**config.mk**
```make
export PLATFORM = sky130hd
export DESIGN_NAME = multiplier_exec
export DESIGN_NICKNAME = d
export VERILOG_FILES = /design/src/rtl/multiplier_exec.sv
export SDC_FILE = /design/constraint.sdc
export NUM_CORES = 1
export LEC_CHECK = 0
export CAP_MARGIN = 40
export CORE_UTILIZATION = 55
export CTS_CLUSTER_SIZE = 16
export DETAILED_ROUTE_END_ITERATION = 7
export PLACE_DENSITY_LB_ADDON = 0.25
export SLEW_MARGIN = 20
export SYNTH_ARGS = -nofsm -noshare
export SYNTH_HDL_FRONTEND = slang
export SYNTH_SLANG_ARGS = --single-unit
```
**constraint.sdc**
```tcl
create_clock -name clk -period 7.7 [get_ports clk]
set_input_delay 1.54 -clock clk [delete_from_list [all_inputs] [get_ports clk]]
set_output_delay 1.54 -clock clk [all_outputs]
set_load 0.005 [all_outputs]
```
**src/rtl/multiplier_exec.sv**
```systemverilog
`timescale 1ns/1ps
// Radix-2 unsigned shift-add multiplier: 32x32 -> 64 over 32 EXEC cycles,
// with the partial product visible on {U,V} throughout.
module multiplier_exec (
  input  logic        clk,
  input  logic        reset,
  input  logic        op_start,
  input  logic        op_clear,
  input  logic [31:0] multiplier,
  input  logic [31:0] multiplicand,
  output logic [1:0]  state,
  output logic [31:0] U,
  output logic [31:0] V,
  output logic        op_done
);

  localparam int unsigned W  = 32;
  localparam int unsigned CW = 5;

  typedef enum logic [1:0] {
    S_IDLE = 2'b00,
    S_EXEC = 2'b01,
    S_DONE = 2'b10
  } state_e;

  state_e          state_q, state_d;
  logic [W-1:0]    u_q, u_d;
  logic [W-1:0]    v_q, v_d;
  logic [W-1:0]    m_q, m_d;
  logic [CW-1:0]   count_q, count_d;
  logic            op_done_q;
  logic [W:0]      sum;

  // State and datapath registers
  always_ff @(posedge clk) begin
    if (reset) begin
      state_q   <= S_IDLE;
      u_q       <= '0;
      v_q       <= '0;
      m_q       <= '0;
      count_q   <= '0;
      op_done_q <= 1'b0;
    end else begin
      state_q   <= state_d;
      u_q       <= u_d;
      v_q       <= v_d;
      m_q       <= m_d;
      count_q   <= count_d;
      op_done_q <= (state_d == S_DONE);
    end
  end

  // Next-state and datapath step; the 33-bit sum keeps the carry into the shift
  always_comb begin
    state_d = state_q;
    u_d     = u_q;
    v_d     = v_q;
    m_d     = m_q;
    count_d = count_q;
    sum     = {1'b0, u_q} + (v_q[0] ? {1'b0, m_q} : (W+1)'(0));

    if (op_clear) begin
      state_d = S_IDLE;
      u_d     = '0;
      v_d     = '0;
      m_d     = '0;
      count_d = '0;
    end else begin
      case (state_q)
        S_IDLE: begin
          u_d     = '0;
          v_d     = '0;
          m_d     = '0;
          count_d = '0;
          if (op_start) begin
            v_d     = multiplier;
            m_d     = multiplicand;
            state_d = S_EXEC;
          end
        end
        S_EXEC: begin
          u_d     = sum[W:1];
          v_d     = {sum[0], v_q[W-1:1]};
          count_d = count_q + CW'(1);
          if (count_q == CW'(W - 1)) begin
            state_d = S_DONE;
          end
        end
        S_DONE: begin
          state_d = S_DONE;
        end
        default: begin
          state_d = S_IDLE;
          u_d     = '0;
          v_d     = '0;
          m_d     = '0;
          count_d = '0;
        end
      endcase
    end
  end

  assign state   = state_q;
  assign U       = u_q;
  assign V       = v_q;
  assign op_done = op_done_q;

endmodule
```
==> results.cfg <==
[run_status]
run_status = finished, final reports clean

[timing]
rsz0062_at_grt = no
finClkSkew_ns = 0.0170
hold_ws_ns = 0.474
finalHoldViolCount = 0
finalMaxSlewViolations = 0
max_clock_freq_mhz = 315
setup_viol = 0
min_period_over_period_pct = 41.2
relSlewSlack_pct = 48.1
tightest_slew_ns = 0.776
fin_crit_ns = 3.17
finalSetupTns_ns = 0

[synth]
ys_async_sr_fraction_pct = 0
syn-num-nets = 850
yosys.area.top_type = dfxtp_1
synth_ff_type = dfxtp_1
synth_seq_cells = 104
synth_cell_types = 64
synth_top_area_share_pct = 35.2
ys_seq_area_share_pct = 35.2
yosys_warnings = 0
avgSynthCellArea_um2 = 7.97
synth_area_leaders = dfxtp_1 35%, nor2_1 8.2%, ha_1 8.0%
syn-instance-count = 743
synth_edf_count = 0
syn_area_um2 = 5920

[setup_path]
required_ns = 7.99
crit_path_start_kind = register
crit_fanout = 11
cp.arrival_ns = 3.46
endpoint_kind = register
path_class = register to register

[routing]
vias = 5846
vias_per_cell = 5.93
first_iter_violations = 360
wl_per_cell_um = 16.0
drc_errors = 0
totalWireLength_um = 15800
drt_first_pass_iters = 5
ant_nets = 0

[clocking]
cts_buffer_depth = 2
cts_tree = done
cts_hold_buf = 0
postCtsSetupRepairBufs = 0
clk-insertion-delay-late_ns = 0.40
cts_sinks = 104
post_cts_resized = 0
cts_made_buffers = 9
clk_pin_slew_worst_paths_ns = 0.10
htreeDepth = 3
cts-root-buf = clkbuf_8

[flow_run]
maxCapViolations = 0

[layout]
n_antenna_cell = 0
area_growth_pct = 27.5
finalNetCount = 952
drive_gt1_share_pct = 4.94

[global_routing]
track_usage_pct = 28.8
gr-total-overflow = 0
grt_start_max_net_pins = 84
grt_pass1_vias = 5667
grt_pass1_wl_um = 26100
antenna_found_initial = 0

[power]
leakagePower_nw = 2.86
report.power.total_w = 0.00101
vdd_drop_max_uv = 137
powerDensity_nw_per_um2 = 134

[placement]
dp_hpwl_um = 11200
gp_congestion = 0.899
io_buffers = 134

[floorplanning]
ioPinCount = 135
fp-row-count = 37
fp.dieArea_um2 = 11200
die_width_um = 106
start_util_pct = 57.1
core_um2 = 10400
die_h_um = 106

[hold_path]
hold_class = register to register
[placed cells by master (no fill, tap or decap), drive strengths merged, types with 10 or more instances in the layout]
cell	count
clkdlybuf4s50	134
nor2	130
dfxtp	104
nand2	82
a21oi	48
a22oi	44
ha	38
a221oi	33
o21ai	33
and2	32
xnor2	15
inv	14
nor3	11
clkbuf	10
[Yosys cell counts, types with 4 or more instances]
master / n
o21ai_0: 27
dfxtp_1: 104
inv_1: 12
and3_1: 5
a21o_1: 6
o21bai_1: 8
nand4_1: 9
o211ai_1: 6
a21oi_1: 46
xnor2_1: 15
a221oi_1: 32
nor2b_1: 5
ha_1: 38
nand3_1: 5
clkbuf_1: 45
a211oi_1: 5
nor3_1: 11
xor2_1: 8
a22oi_1: 44
nor2_1: 130
nand2_1: 82
a21boi_0: 4
and2_1: 32
o21a_1: 6
o21ai_1: 5
[registers in the layout (all words and copies together), names as in the netlist]
| signal | cells |
|---|---|
| V | 32 |
| m_q | 32 |
| count_q | 5 |
| op_done | 1 |
| state | 2 |
| U | 32 |
[critical path, stage by stage (launching register included)]
cell	delay [ns]
dfxtp_1	0.62
and2_1	0.20
ha_1	0.19
inv_1	0.07
fa_1	0.40
nor2b_1	0.21
o2111ai_2	0.15
a21oi_2	0.24
nor2_1	0.16
o31ai_4	0.41
o211ai_1	0.15
a32o_1	0.27
[worst paths after layout]
check	start	endpoint	slack [ns]	cells after the start
hold reg to reg	U[20]	U[20]	0.47	2
setup / recovery	V[0]	U[27]	4.53	11
hold / removal	U[20]	U[20]	0.47	2
setup reg to reg	V[0]	U[27]	4.53	11
[layout make-up]
type	instances	area, um2
clock buffer	10	128
clock inverter	6	67.6
sequential	104	2080
timing repair buffer	143	1460
inverter	12	45.0
multi-input combinational	575	3600
fill	851	2820
tap	136	170
[cells by family after synthesis]
| group | Yosys count | share of synthesized area (%) |
|---|---|---|
| AOI/OAI and AO/OA | 216 | 25.9 |
| xor gates and xnor gates | 23 | 3.40 |
| adders and majority gates | 39 | 8.37 |
| buffers and inverters | 64 | 4.25 |
| DFF | 104 | 35.2 |
| muxes | 3 | 0.507 |
| and+or+nand+nor | 294 | 22.4 |
[power by group]
group / total (W) / switching [W] / internal, W / leakage (nW)
Clock: 0.000353 / 0.000200 / 0.000152 / 0.0933
Sequential: 0.000554 / 0.00000661 / 0.000547 / 0.842
Combinational: 0.000102 / 0.0000450 / 0.0000573 / 1.93
Total: 0.00101 / 0.000252 / 0.000757 / 2.86
[layer usage]
layer / wire (um) / vias to the layer above / track usage, %
li1: - / 2860 / -
met1: 6800 / 2769 / 35.2
met2: 7660 / 186 / 49.5
met3: 913 / 31 / 6.37
met4: 427 / 0 / 10.3
met5: 0 / - / 0
[through the flow]
step / setup WS (ns) / utilization (%) / cell area [um2] / cells
4_1_cts: 4.58 / 72.4 / 7500 / 984
6_report: 4.53 / 72.8 / 7550 / 986
3_3_place_gp: 4.22 / 70.2 / 7280 / 967
3_5_place_dp: 4.33 / 70.5 / 7310 / 968
2_1_floorplan: 5.11 / - / 5920 / 743
5_1_grt: 4.35 / 72.8 / 7550 / 986
Power figures use the tool's default switching activity.
